--- src/rtl/fetch_unit.sv ---
// Instruction fetch stage: owns the PC, fetches words over a req/ack
// handshake, and hands {instr, pc+4} to decode through an IF/ID register
// backed by a one-entry skid buffer. Redirects squash in-flight fetches.
module fetch_unit #(
    parameter logic [31:0] RESET_PC = 32'h0040_0000,
    parameter int unsigned TIMEOUT  = 16
) (
    input  logic        clk,
    input  logic        rst_n,
    output logic        imem_req,
    output logic [31:0] imem_addr,
    input  logic        imem_ack,
    input  logic [31:0] imem_rdata,
    input  logic        redirect_valid,
    input  logic [31:0] redirect_pc,
    input  logic        stall,
    output logic        id_valid,
    output logic [31:0] id_instr,
    output logic [31:0] id_pc_plus4,
    output logic        fetch_err
);

    typedef enum logic [1:0] {
        IDLE = 2'd0,
        REQ  = 2'd1,
        HOLD = 2'd2
    } state_t;

    state_t      state;
    state_t      state_next;
    logic [31:0] pc;
    logic [31:0] pc_next;
    logic [31:0] fetch_addr;
    logic        squash;
    logic        skid_valid;
    logic [31:0] skid_instr;
    logic [31:0] skid_pc_plus4;
    logic [31:0] wait_cnt;
    logic        ack_in_req;
    logic        accept;
    logic        consume;
    logic        skid_full_next;
    logic        new_req;
    logic [31:0] fetch_pc_plus4;

    assign imem_req       = (state == REQ);
    assign imem_addr      = fetch_addr;
    assign fetch_pc_plus4 = fetch_addr + 32'd4;

    // Handshake qualifiers, skid occupancy after this edge, and next FSM state
    always_comb begin
        state_next     = state;
        ack_in_req     = (state == REQ) && imem_ack;
        accept         = ack_in_req && !squash && !redirect_valid;
        consume        = id_valid && !stall;
        skid_full_next = 1'b0;
        pc_next        = pc;
        if (redirect_valid) begin
            skid_full_next = 1'b0;
        end else if (consume) begin
            skid_full_next = skid_valid && accept;
        end else begin
            skid_full_next = skid_valid || (accept && id_valid);
        end
        if (redirect_valid) begin
            pc_next = {redirect_pc[31:2], 2'b00};
        end else if (accept) begin
            pc_next = pc + 32'd4;
        end
        case (state)
            IDLE: state_next = REQ;
            REQ: begin
                if (accept && skid_full_next) begin
                    state_next = HOLD;
                end else begin
                    state_next = REQ;
                end
            end
            HOLD: begin
                if (redirect_valid || !skid_valid) begin
                    state_next = REQ;
                end else begin
                    state_next = HOLD;
                end
            end
            default: state_next = IDLE;
        endcase
        new_req = (state_next == REQ) && ((state != REQ) || imem_ack);
    end

    // FSM state register
    always_ff @(posedge clk or negedge rst_n) begin
        if (!rst_n) begin
            state <= IDLE;
        end else begin
            state <= state_next;
        end
    end

    // PC, latched request address and squash flag for a redirected in-flight fetch
    always_ff @(posedge clk or negedge rst_n) begin
        if (!rst_n) begin
            pc         <= RESET_PC;
            fetch_addr <= RESET_PC;
            squash     <= 1'b0;
        end else begin
            pc <= pc_next;
            if (new_req) begin
                fetch_addr <= pc_next;
            end
            if (redirect_valid) begin
                squash <= (state == REQ) && !imem_ack;
            end else if (ack_in_req) begin
                squash <= 1'b0;
            end
        end
    end

    // IF/ID register and skid buffer: skid drains first, new data fills whichever is free
    always_ff @(posedge clk or negedge rst_n) begin
        if (!rst_n) begin
            id_valid      <= 1'b0;
            id_instr      <= 32'd0;
            id_pc_plus4   <= 32'd0;
            skid_valid    <= 1'b0;
            skid_instr    <= 32'd0;
            skid_pc_plus4 <= 32'd0;
        end else if (redirect_valid) begin
            id_valid   <= 1'b0;
            skid_valid <= 1'b0;
        end else if (consume) begin
            if (skid_valid) begin
                id_instr    <= skid_instr;
                id_pc_plus4 <= skid_pc_plus4;
                skid_valid  <= accept;
                if (accept) begin
                    skid_instr    <= imem_rdata;
                    skid_pc_plus4 <= fetch_pc_plus4;
                end
            end else if (accept) begin
                id_instr    <= imem_rdata;
                id_pc_plus4 <= fetch_pc_plus4;
            end else begin
                id_valid <= 1'b0;
            end
        end else if (!id_valid) begin
            if (accept) begin
                id_valid    <= 1'b1;
                id_instr    <= imem_rdata;
                id_pc_plus4 <= fetch_pc_plus4;
            end
        end else if (accept) begin
            skid_valid    <= 1'b1;
            skid_instr    <= imem_rdata;
            skid_pc_plus4 <= fetch_pc_plus4;
        end
    end

    // Watchdog on imem_ack; fetch_err stays set until reset
    always_ff @(posedge clk or negedge rst_n) begin
        if (!rst_n) begin
            wait_cnt  <= 32'd0;
            fetch_err <= 1'b0;
        end else if (redirect_valid || ack_in_req) begin
            wait_cnt <= 32'd0;
        end else if (state == REQ) begin
            if (wait_cnt != 32'hFFFF_FFFF) begin
                wait_cnt <= wait_cnt + 32'd1;
            end
            if ((TIMEOUT != 0) && ((wait_cnt + 32'd1) >= 32'(TIMEOUT))) begin
                fetch_err <= 1'b1;
            end
        end
    end

endmodule

--- config.mk ---
export PLATFORM = sky130hd
export DESIGN_NAME = fetch_unit
export DESIGN_NICKNAME = d
export VERILOG_FILES = /design/src/rtl/fetch_unit.sv
export SDC_FILE = /design/constraint.sdc
export NUM_CORES = 1
export LEC_CHECK = 0
export BUFFER_PORTS_ARGS = -buffer_cell sky130_fd_sc_hd__clkbuf_2
export CORE_MARGIN = 2
export CORE_UTILIZATION = 45
export DETAILED_ROUTE_END_ITERATION = 8
export PLACE_DENSITY = 0.67
export SLEW_MARGIN = 20
export SYNTH_ARGS = -nofsm -noshare
export SYNTH_HDL_FRONTEND = slang
export SYNTH_SLANG_ARGS = --single-unit
--- constraint.sdc ---
create_clock -name clk -period 4.6 [get_ports clk]
set_input_delay 0.23 -clock clk [delete_from_list [all_inputs] [get_ports clk]]
set_output_delay 0.23 -clock clk [all_outputs]
set_load 0.01 [all_outputs]
# [Word-level counts from Yosys, hierarchy flattened]
# Cells that the tools add are included.
[classes] addsub=3 n_lt_le_gt_ge=1 eq_ne=9 mux=39 n_bitwise=2 n_reduce_logical=31
[ops] cell="2-to-1 mux 32 bit" count=21
[ops] cell="adder 32 x 3 -> 32 bit (second input constant)" count=2
[ops] cell="adder 32 x 1 -> 32 bit (second input constant)" count=1
[ops] cell=">= comparator 32 x 5 -> 1 bit (second input constant)" count=1
[ops] cell="!= test 32 bit (second input constant)" count=1
[ops] cell="2-to-1 mux 1 bit" count=15
[ops] cell="logical AND 1 bit" count=9
[ops] cell="AND reduction 2 bit" count=4
[ops] cell="nonzero test 2 bit" count=4
[ops] cell="!= test 3 bit (second input constant)" count=2
[ops] cell="one-hot mux 2 bit (3 select lines)" count=1
[ops] cell="AND reduction 3 bit" count=2
[ops] cell="nonzero test 3 bit" count=2
[ops] cell="zero test 1 bit" count=5
[ops] cell="equality test 2 x 1 -> 1 bit (second input constant)" count=2
[ops] cell="logical OR 1 bit" count=4
[ops] cell="2-to-1 mux 2 bit" count=2
[ops] cell="!= test 2 x 1 -> 1 bit (second input constant)" count=2
[ops] cell="equality test 2 bit (second input constant)" count=1
[ops] cell="zero test 2 bit" count=1
[ops] cell="!= test 2 bit (second input constant)" count=1
[ops] cell="NOT 1 bit" count=2
[totals] ff_bits=230 input_bits=69 output_inout_bits=99 wordCells=97

# [Logic depth before layout (Yosys ltp)]
# Gate-level depths: netlist of run 1.
[logic_depth] word_depth=13 depth_mapped=12 depth_no_buf=8

# [Worst setup path after synthesis of run 1]
# No wires, ideal clock.
[synth_path] path_kind="flip-flop to flip-flop" startpoint="register wait_cnt[0]" endpoint="register fetch_err" setup_time_ns=0.147 arrival_ns=2.199 required_time_ns=4.453 setup_slack_ns=2.254 path_stages_with_launch=11 n_path_buf=2 synth_period_minus_slack_ns=2.346 path_cell_list="dfrtp_1 -> ha_1 -> and3_1 -> buf_2 -> and3_4 -> buf_6 -> and4_4 -> mux2_4 -> a2bb2oi_1 -> nor4_1 -> a41oi_1"
[synth_via] elab_chain_cells=3
[synth_rtl] item="start: declaration" line_no="38" text="logic [31:0] wait_cnt;"
[synth_rtl] item="start signal: assignment" line_no="168" text="wait_cnt <= wait_cnt + 32'd1;"
[synth_rtl] item="adder 32 x 1 -> 32 bit" line_no="170" text="if ((TIMEOUT != 0) && ((wait_cnt + 32'd1) >= 32'(TIMEOUT))) begin"
[synth_rtl] item=">= comparator 32 x 5 -> 1 bit" line_no="170"
[synth_rtl] item="AND reduction 3 bit (no source line)"
[synth_rtl] item="end signal: assignment" line_no="163" text="fetch_err <= 1'b0;"
[synth_rtl] item="end signal: assignment" line_no="171" text="fetch_err <= 1'b1;"
[synth_rtl] item="end: declaration" line_no="20" text="output logic fetch_err"
# No other way between the ends.
# A chain may end at the register's enable or synchronous reset.

# [Worst setup path after layout of run 1]
[layout_path] startpoint="register wait_cnt[0]" endpoint="register wait_cnt[11]"
[layout_via] elab_chain_cells=4 word_cells_on_any_way=7 cone_classes="add/sub: 1; eq/ne: 1; mux: 3; reduce/logical: 2"
[layout_rtl] item="adder 32 x 1 -> 32 bit" line_no="168"
[layout_rtl] item="2-to-1 mux 32 bit" line_no="167" text="if (wait_cnt != 32'hFFFF_FFFF) begin"
[layout_rtl] item="2-to-1 mux 32 bit" line_no="166" text="end else if (state == REQ) begin"
[layout_rtl] item="2-to-1 mux 32 bit" line_no="164" text="end else if (redirect_valid || ack_in_req) begin"
# Parallel ways exist; a longest one is shown, timed or not. The select of a mux whose other input is x is not followed.

==> results of run 1 <==
[flip-flops by register name, indices dropped and copies added (netlist names)]
register       cells
skid_instr        32
squash             1
skid_valid         1
fetch_err          1
pc                32
wait_cnt          32
imem_addr         32
id_valid           1
state              2
skid_pc_plus4     32
id_pc_plus4       32
id_instr          32
[stage by stage]
step                utilization (%)  worst slack [ns]  instances  instance area (µm²)  power [µW]
global route                  56.10             1.514       1640                13560        6494
global placement              49.88             1.807       1537                12060        3899
floorplan                         -             2.254       1108                11050        3415
detailed placement            49.88             1.752       1537                12060        3946
CTS                           55.97             1.741       1638                13530        6227
finish                        56.10             1.702       1640                13560        6187
[placed cells by master, fill, tap and decap left out, drive strengths merged, types with 5 or more instances in the layout]
master       instances
a21oi               80
a22o                 9
a22oi                7
a31oi               35
and2                 5
and3                25
and4                11
buf                 15
clkbuf             203
dfrtp              228
dlygate4sd3         54
inv                  7
mux2                73
nand2              127
nand3               37
nand4               25
nor2               122
nor3                17
nor4                 8
o21ai               86
o22ai               25
xnor2               31
xor2                34
[kinds of logic after synthesis]
logic type	count (synthesis)
flops	230
mux	76
xor+xnor	65
buf+inv	80
fa+ha+maj	3
compound gates	258
simple gates	396
[synth_stat cells (25+ instances only)]
cell,count
xor2_1,34
a31oi_1,35
xnor2_1,31
o21ai_0,68
mux2_2,65
o22ai_1,25
nor2_1,122
dfrtp_1,228
a21oi_1,79
nand2_1,127
nand3_1,35
clkbuf_1,36
[critical path: stages, from the launching register on]
cell	delay, ns
dfrtp_1	0.40
ha_1	0.22
and3_1	0.33
and3_4	0.30
nand4_4	0.16
o31ai_4	0.91
nor2_1	0.17
a21oi_1	0.19
a31oi_1	0.05
[worst paths after layout]
check                                startpoint  cells after the start  slack (ns)              end
worst min register to register  id_pc_plus4[27]                      2        0.49  id_pc_plus4[27]
worst max-delay path                wait_cnt[0]                      8        1.70     wait_cnt[11]
max in group asynchronous                 rst_n                      4        3.09           pc[22]
worst max register to register      wait_cnt[0]                      8        1.70     wait_cnt[11]
min in group asynchronous                 rst_n                      2        0.20     imem_addr[1]
worst min-delay path            redirect_pc[12]                      3        0.02           pc[12]
[area by class of cell]
cell class | instances | area (µm²) | share of cell area, %
Timing Repair Buffer | 233 | 1514 | 11.16
Multi-Input combinational cell | 798 | 4927 | 36.32
Clock buffer | 39 | 779.5 | 5.747
Sequential cell | 230 | 5758 | 42.45
Inverter | 7 | 26.28 | 0.1937
Antenna cell | 1 | 2.502 | 0.01845
Clock inverter | 8 | 151.4 | 1.116
Tap cell | 324 | 405.4 | 2.989
[routing by layer]
metal | vias up | share of wire, % | global-route usage [%]
met5 | - | 0 | 0
met4 | 0 | 3.0 | 7.944
met3 | 48 | 6.0 | 3.977
met2 | 254 | 46 | 35.36
met1 | 4449 | 45 | 30.66
li1 | 4324 | - | -
[power by group through the flow]
stage | Sequential [µW] | Clock, µW | Combinational, µW
finish | 2780 | 2230 | 1180
global route | 2840 | 2360 | 1300
CTS | 2770 | 2270 | 1190
detailed placement | 2800 | 0 | 1140
global placement | 2780 | 0 | 1120
floorplan | 2850 | 0 | 567
==> parameters.txt, run 1 <==
Parameter                              Value

STA
  Highest clock frequency the design can meet ... 345.1 MHz
  Clk_skew ... ~0.01 ns
  Sum of negative setup slack ... 0 ns
  Transition time at the pin with the least slew margin ... around 1.1 ns
  Finish-stage setup viols ... 0
  Slew HR ... a little over a quarter
  Final Hold Vio Count ... 0
  Portion of the clock cycle consumed by the worst path in the final layout ... a little over three fifths
  Worst hold-check slack ... ~0.025 ns
  Count of pins over their slew limit ... 0
  Unrepaired setup endpoints after global routing ... no
  Tmin final ... between 2 and 3 ns

Floorplanning
  Number of top-level pins ... roughly 170
  Effective utilization at floorplan ... 45.69%
  Total die area ... around 0.026 mm²
  Die height ... roughly 160 µm
  Die X-Extent ... ~160 µm
  FP Rows ... 57
  Core Box Area ... about 0.024 mm²

Critical path
  Highest net fanout along the worst path ... 25
  Worst endpoint data arrival time ... between 3 and 4 ns
  CP Data Required Time ... slightly below 5 ns
  Worst setup path category ... reg2reg
  Critical Path Source Type ... flop
  Type of element capturing the critical path ... flop

Route
  DR vias ... roughly 9,000
  Remaining antenna violation count ... 0
  Average wire length per cell after detail routing ... 17.50 µm
  Total wirelength of the detailed-routed design ... roughly 29,000 µm
  First-pass DRT Iterations ... 5
  Count of unresolved DRC violations after routing ... 0
  DR iter-0 viols ... 617
  Mean number of vias per cell ... roughly 5.5

Layout
  Nets@finish ... approximately 1,400
  Area grow syn2layout ... 22.79%
  Share of final-layout standard cells stronger than drive strength 1 ... 23.73%
  Fill cell instance count of the final layout ... about 2,100

Clock tree
  Post-CTS Hold Buffers ... 54
  Total CTS buffers ... 26
  Maximum clock path buffer count ... 3
  CTS tree ... yes
  H-Tree Depth ... 1
  Cts repair resizes ... 0
  Setup fix buffers added after clock tree synthesis ... 0
  Clk Latency, worst-skew pair ... roughly 0.53 ns
  Clock slew at reported path FFs ... roughly 0.06 ns
  Clock net sink count ... 230
  Buffer cell driving the clock tree root ... clkbuf_16

GRT
  Antenna violations before repair ... 1
  Total track usage ... 22.20%
  Wire length of the first global-routing pass ... ~47,000 µm
  Congestion Overflow GR ... 0
  Number of global-route vias before repair ... ~9,000
  Pin count of the biggest net entering global routing ... 138

Power and ir drop
  Combinational fraction of design power ... a little under a fifth
  Sequential share of power ... 44.9%
  Clk pwr share ... a little over a third
  Internal portion of total power ... around 4400 µW
  P_leak ... 0.005985 µW
  Highest ir drop seen on vdd ... between 0.3 and 0.4 mV
  Power density over the cells ... around 460 mW/mm²
  Sw Ratio ... ~29%
  Net switching component of the power ... roughly 1800 µW

Yosys
  Gate count of the mapped netlist ... between 1,000 and 1,500
  Mean cell area of the mapped netlist ... between 9 and 10 µm²
  Cell accounting for the most synthesized area ... dfrtp_1
  Post-Synth Adder-Cell Area ... less than 1%
  Post-synth ARST share ... 100.0%
  Number of library cell types mapped by synthesis ... between 60 and 70
  Combined area of all synthesized cells ... between 0.01 and 0.015 mm²
  Post-Synth XOR/XNOR Area ... 5.153%
  Synthesized netlist net count ... around 1,200
  Fraction of the yosys area taken by sequential cells ... 52.12%
  Combinational family with the most area after synthesis ... simple AND/OR/NAND/NOR gates
  Number of flops mapped to enable cells by yosys ... 0
  Share of cell area taken by muxes after synthesis ... under 10%
  Number of synthesized register bits ... 230
  Dominant cells by area after synthesis ... dfrtp_1 (52%), mux2_2 (6.6%), nand2_1 (4.3%)
  Number of warnings printed during yosys synthesis ... 0
  Post-Synth Simple-Gate Area ... between 10% and 20%
  Post-synth top flop ... dfrtp_1
  Share of the synthesized area in compound gates (AO/OA/AOI/OAI) ... 13.47%
  Area share of the largest cell type after synthesis ... approximately 52%

Min path
  Worst hold-check path type ... in2reg

Placement
  Post-detail-place hpwl ... 18,910 µm
  RePlAce Congestion ... roughly 0.89
  Port buffer count ... about 170

Run status
  Result of the run ... completed

Job
  Max-cap violations ... 0
Power figures use the tool's default switching activity.
==> inputs of run 2 (changes only) <==
==> constraint.sdc (replaced) <==
create_clock -name clk -period 2.8 [get_ports clk]
set_input_delay 0.14 -clock clk [delete_from_list [all_inputs] [get_ports clk]]
set_output_delay 0.14 -clock clk [all_outputs]
set_load 0.01 [all_outputs]
==> parameters.txt, run 2 (synthesis gave the netlist of run 1 again) <==
Parameter                              Value

Route
  Remaining antenna violation count ... 0 (unchanged)
  Mean number of vias per cell ... 5.471 (-1.1%)
  First-pass DRT Iterations ... 5 (unchanged)
  DR vias ... 9,103 (+0.31%)
  Total wirelength of the detailed-routed design ... 28,610 µm (-0.31%)
  DR iter-0 viols ... 700 (+13%)
  Average wire length per cell after detail routing ... 17.19 µm (-1.7%)
  Count of unresolved DRC violations after routing ... 0 (unchanged)

Placement
  Post-Place Cells ... 1,552 (+0.98%)
  Port buffer count ... 165 (unchanged)
  Post-detail-place hpwl ... 19,140 µm (+1.2%)
  RePlAce Congestion ... 0.8808 (-0.82%)

Critical path
  Type of element capturing the critical path ... flop
  RR Startpoint ... wait_cnt[0]
  Worst-case reg-to-reg path depth ... 8 (unchanged)
  Critical R2R Capture ... fetch_err
  Critical Path Source Type ... flop
  Reg-to-reg slack, setup ... 0.25 ns (-1.45 ns)
  CP Data Required Time ... 3.18 ns (-1.79 ns)
  Crit-path slowest cell ... a2111oi_1
  Worst endpoint data arrival time ... 2.93 ns (-0.34 ns)
  Slowest Stage Delay on Critical Path ... 0.42 ns (-0.49 ns)
  CP cell instances ... ha_1, and3_1, nand3_2, nor4_1, xnor2_1, nand2_1, a2111oi_1, a41oi_1
  Worst setup path category ... reg2reg
  Crit path buffers/inverters ... 0 (unchanged)
  Delay-heaviest family, CP ... simple AND/OR/NAND/NOR gates
  Highest net fanout along the worst path ... 8 (-68%)

Min path
  Worst hold-check path type ... in2async

Layout
  Area grow syn2layout ... 23.89%
  Fin cells ... 1,664 (+1.5%)
  Nets@finish ... 1,394 (+1.9%)
  Fill cell instance count of the final layout ... 2,075 (+0.73%)
  Most common library cell in the layout ignoring fill and taps ... dfrtp_1
  Share of final-layout standard cells stronger than drive strength 1 ... 23.90% (+0.17 points)
  Commonest cells after routing, fill and taps aside ... dfrtp_1 (228), clkbuf_2 (164), nand2_1 (127), nor2_1 (120), a21oi_1 (79)

Run status
  Result of the run ... completed

Floorplanning
  Total die area ... 0.02582 mm² (unchanged)
  Die height ... 160.7 µm (unchanged)
  Number of top-level pins ... 168 (unchanged)
  FP Rows ... 57 (unchanged)
  Die X-Extent ... 160.7 µm (unchanged)
  Effective utilization at floorplan ... 45.69% (unchanged)
  Core Box Area ... 0.02418 mm² (unchanged)

Job
  Max-cap violations ... 0 (unchanged)

Clock tree
  H-Tree Depth ... 1 (unchanged)
  Buffer cell driving the clock tree root ... clkbuf_16
  Total CTS buffers ... 26 (unchanged)
  CTS tree ... yes
  Clock slew at reported path FFs ... 0.06 ns (about the same)
  Clk Latency, worst-skew pair ... 0.53 ns (about the same)
  Clock net sink count ... 230 (unchanged)
  Maximum clock path buffer count ... 3 (unchanged)

STA
  Transition time at the pin with the least slew margin ... 0.7750 ns (-0.3228 ns)
  Portion of the clock cycle consumed by the worst path in the final layout ... 91.05% (+28 points)
  Tmin final ... 2.550 ns (-0.3484 ns)
  Count of pins over their slew limit ... 0 (unchanged)
  Finish-stage setup viols ... 0 (unchanged)
  Clk_skew ... 0.01487 ns (+0.004792 ns)
  Highest clock frequency the design can meet ... 392.2 MHz (+14%)
  Slew HR ... 48.32% (+22 points)
  Sum of negative setup slack ... 0 ns (unchanged)
  Worst hold-check slack ... 0.2284 ns (+0.2038 ns)
  Unrepaired setup endpoints after global routing ... no
  Final Hold Vio Count ... 0 (unchanged)

Power and ir drop
  Highest ir drop seen on vdd ... 0.5514 mV (+48%)
  P_leak ... 0.006041 µW (+0.94%)
  Power density over the cells ... 713.2 mW/mm² (+56%)

GRT
  Congestion Overflow GR ... 0 (unchanged)
  Wire length of the first global-routing pass ... 46,090 µm (-1.0%)
  Antenna violations before repair ... 1 (unchanged)
  Pin count of the biggest net entering global routing ... 93 (-33%)
  Total track usage ... 22.05% (-0.16 points)
  Number of global-route vias before repair ... 8,676 (-1.1%)
-- run 2: how the worst max path moves through the flow --
stage                start   endpoint  slack, ns  cells after the start
2_1_floorplan  wait_cnt[0]  fetch_err       0.45                     10
3_3_place_gp   wait_cnt[0]  fetch_err       0.33                      8
3_5_place_dp   wait_cnt[0]  fetch_err       0.22                      8
4_1_cts        wait_cnt[0]  fetch_err       0.21                      8
5_1_grt        wait_cnt[0]  fetch_err       0.05                      8
6_report       wait_cnt[0]  fetch_err       0.25                      8
-- run 2: area by class of cell --
class,instances,area [µm²],area share [%]
multi-input combinational,798,4931,36.03
timing repair buffer,259,1757,12.84
sequential,230,5758,42.07
tap,324,405.4,2.962
clock inverter,6,66.31,0.4846
inverter,7,26.28,0.1920
antenna,1,2.502,0.01828
clock buffer,39,739.5,5.403
-- run 2: stage by stage --
step / utilization, % / total power [µW] / setup slack (ns) / area (µm²)
3_5_place_dp: 50.50 / 6499 / 0.2215 / 12210
5_1_grt: 56.61 / 10280 / 0.04975 / 13690
6_report: 56.61 / 9760 / 0.2505 / 13690
2_1_floorplan: - / 5611 / 0.4545 / 11050
3_3_place_gp: 50.50 / 6425 / 0.3344 / 12210
4_1_cts: 56.57 / 9846 / 0.2142 / 13680
-- run 2: timing repair --
item                                   CTS  global route
endpoints found under the hold margin  191             0
resized for setup                        0             2
hold buffers                            66             0
setup endpoints to repair                0             1
setup buffers                            0             0
-- run 2: worst reg2reg max path: stages (launching register included) --
cell and delay [ns]:
dfrtp_1 0.41, ha_1 0.23, and3_1 0.35, nand3_2 0.21, nor4_1 0.36, xnor2_1 0.18
nand2_1 0.09, a2111oi_1 0.42, a41oi_1 0.17
-- run 2: where the power goes --
| part | total (µW) | switching (µW) | leakage (µW) | internal, µW |
|---|---|---|---|---|
| clock | 3250 | 1340 | 0.000396 | 1910 |
| sequential | 4550 | 497 | 0.00284 | 4060 |
| combinational | 1960 | 1040 | 0.00280 | 921 |
| total | 9760 | 2880 | 0.00604 | 6880 |
-- run 2: metal layers --
metal	track usage (%)	wire length (µm)	vias to the layer above
li1	-	-	4357
met1	30.78	12600	4397
met2	34.07	13180	282
met3	4.752	1872	67
met4	7.985	956	0
met5	0	0	-
==> inputs of run 3 (changes only) <==
--- a/config.mk
+++ b/config.mk
@@ -9,7 +9,7 @@
 export CORE_MARGIN = 2
 export CORE_UTILIZATION = 45
 export DETAILED_ROUTE_END_ITERATION = 8
-export PLACE_DENSITY = 0.67
+export PLACE_DENSITY = 0.63
 export SLEW_MARGIN = 20
 export SYNTH_ARGS = -nofsm -noshare
 export SYNTH_HDL_FRONTEND = slang
==> constraint.sdc (replaced) <==
create_clock -name clk -period 3 [get_ports clk]
set_input_delay 0.15 -clock clk [delete_from_list [all_inputs] [get_ports clk]]
set_output_delay 0.15 -clock clk [all_outputs]
set_load 0.01 [all_outputs]
==> parameters.txt, run 3 (synthesis gave the netlist of run 1 again) <==
Parameter                              Value

Run status
  Result of the run ... completed

Critical path
  CP Data Required Time ... 3.41 ns (+0.23 ns)
  Worst setup path category ... reg2reg
  Slowest Stage Delay on Critical Path ... 0.56 ns (+0.14 ns)
  Type of element capturing the critical path ... flop
  CP cell instances ... nand2_1, nor4_4, nand4_4, nor3_1, nand2b_1, mux2i_1, o31ai_1, dlygate4sd3_1
  RR Startpoint ... wait_cnt[19]
  Worst-case reg-to-reg path depth ... 8 (unchanged)
  Critical Path Source Type ... flop
  Critical R2R Capture ... wait_cnt[18]
  Crit path buffers/inverters ... 1 (+1)
  Delay-heaviest family, CP ... simple AND/OR/NAND/NOR gates
  Crit-path slowest cell ... dlygate4sd3_1
  Launching element of the worst setup path ... wait_cnt[19]
  Highest net fanout along the worst path ... 8 (unchanged)
  Reg-to-reg slack, setup ... 0.34 ns (+0.09 ns)
  Worst endpoint data arrival time ... 3.07 ns (+0.14 ns)

STA
  Tmin final ... 2.658 ns (+0.1088 ns)
  Setup ws final ... 0.3417 ns (+0.09119 ns)
  Clk_skew ... 0.009309 ns (-0.005563 ns)
  Unrepaired setup endpoints after global routing ... no
  Highest clock frequency the design can meet ... 376.2 MHz (-4.1%)
  Slew HR ... 52.06% (+3.7 points)
  Portion of the clock cycle consumed by the worst path in the final layout ... 88.61% (-2.4 points)
  Transition time at the pin with the least slew margin ... 0.7177 ns (-0.05736 ns)
  Count of pins over their slew limit ... 0 (unchanged)
  Sum of negative setup slack ... 0 ns (unchanged)
  Final Hold Vio Count ... 0 (unchanged)
  Finish-stage setup viols ... 0 (unchanged)

Floorplanning
  Die X-Extent ... 160.7 µm (unchanged)
  FP Rows ... 57 (unchanged)
  Number of top-level pins ... 168 (unchanged)
  Effective utilization at floorplan ... 45.69% (unchanged)
  Total die area ... 0.02582 mm² (unchanged)
  Die height ... 160.7 µm (unchanged)
  Core Box Area ... 0.02418 mm² (unchanged)

Layout
  Commonest cells after routing, fill and taps aside ... dfrtp_1 (228), clkbuf_2 (164), nand2_1 (127), nor2_1 (120), a21oi_1 (79)
  Fill cell instance count of the final layout ... 2,115 (+1.9%)
  Most common library cell in the layout ignoring fill and taps ... dfrtp_1
  Area taken by multi-input logic gates ... 0.004925 mm² (-0.13%)
  Util after Layout ... 56.61% (unchanged)
  Share of final-layout standard cells stronger than drive strength 1 ... 23.95% (+0.054 points)
  Nets@finish ... 1,390 (-0.29%)
  Sequential cell area ... 0.005758 mm² (unchanged)
  Area grow syn2layout ... 23.89% (unchanged)
  Antenna cell count ... 0 (-1)

Route
  First-pass DRT Iterations ... 5 (unchanged)
  Count of unresolved DRC violations after routing ... 0 (unchanged)
  Average wire length per cell after detail routing ... 17.15 µm (-0.23%)
  DR iter-0 viols ... 550 (-21%)
  DR vias ... 8,975 (-1.4%)
  Mean number of vias per cell ... 5.407 (-1.2%)
  Remaining antenna violation count ... 0 (unchanged)
  Total wirelength of the detailed-routed design ... 28,480 µm (-0.47%)

GRT
  Number of global-route vias before repair ... 8,592 (-0.97%)
  Pin count of the biggest net entering global routing ... 82 (-12%)
  Antenna violations before repair ... 0 (-1)
  Congestion Overflow GR ... 0 (unchanged)
  Wire length of the first global-routing pass ... 45,950 µm (-0.30%)
  Total track usage ... 22.03% (about the same)

Clock tree
  Clk Latency, worst-skew pair ... 0.52 ns (about the same)
  Maximum clock path buffer count ... 3 (unchanged)
  Clock net sink count ... 230 (unchanged)
  Buffer cell driving the clock tree root ... clkbuf_16
  H-Tree Depth ... 1 (unchanged)
  Clock slew at reported path FFs ... 0.06 ns (about the same)
  CTS tree ... yes
  Total CTS buffers ... 25 (-3.8%)

Min path
  Worst hold-check path type ... in2reg
  Endpoint of the worst hold path ... pc[8]
  Hold Path Stages ... 3
  Worst hold start ... redirect_valid

Power and ir drop
  Highest ir drop seen on vdd ... 0.5154 mV (-6.5%)
  Power density over the cells ... 671.2 mW/mm² (-5.9%)
  P_leak ... 0.006046 µW (about the same)

Placement
  Post-detail-place hpwl ... 19,350 µm (+1.1%)
  Placement-stage worst setup slack ... 0.3832 ns (+0.1616 ns)
  RePlAce Congestion ... 0.9224 (+4.7%)
  Port buffer count ... 165 (unchanged)

Job
  Max-cap violations ... 0 (unchanged)
==> run 3: what timing repair did <==
item                                   CTS  global route
buffers inserted                         0             0
setup endpoints to repair                0             0
hold buffers                            66             0
gates resized for setup                  0             0
endpoints found under the hold margin  179             0
==> run 3: tightest hold or removal path, cell delays in order <==
cell	delay, ns
clkbuf_2	0.18
nand2_1	0.09
o21ai_0	0.11
==> run 3: worst max-delay path by stage <==
| stage | slack [ns] | endpoint | depth (start not counted) |
|---|---|---|---|
| after floorplan | 0.65 | fetch_err | 10 |
| after global placement | 0.41 | wait_cnt[8] | 9 |
| after detailed placement | 0.38 | wait_cnt[8] | 9 |
| after CTS | 0.36 | wait_cnt[11] | 9 |
| after global routing | 0.13 | wait_cnt[6] | 9 |
| final | 0.34 | wait_cnt[18] | 8 |
==> run 3: routing by layer <==
layer | GRT usage [%] | vias up | wire (µm)
li1 | - | 4347 | -
met1 | 30.66 | 4375 | 13040
met2 | 35.52 | 219 | 13340
met3 | 4.571 | 34 | 1533
met4 | 5.528 | 0 | 568
met5 | 0 | - | 0
==> run 3: report_power, final <==
group	total, µW	switching [µW]	internal, µW
Combinational	1820	966	856
Clock	3120	1240	1880
Sequential	4250	462	3790
Total	9190	2670	6520
==> run 3: area by class of cell <==
cell class | count | share of cell area (%)
multi-input combinational | 798 | 35.98
clock inverter | 8 | 0.7040
sequential | 230 | 42.07
tap | 324 | 2.962
inverter | 7 | 0.1920
timing repair buffer | 256 | 12.67
clock buffer | 37 | 5.412
==> run 3: per-stage QoR <==
step                cell area (µm²)  hold slack, ns  std cells  total power [µW]
finish                        13690         0.06419       1660              9186
global route                  13690          0.1081       1660              9654
CTS                           13690         0.04659       1660              9294
detailed placement            12190          0.2031       1549              6072
global placement              12190          0.2047       1549              6012
floorplan                     11050         -0.1456       1108              5237
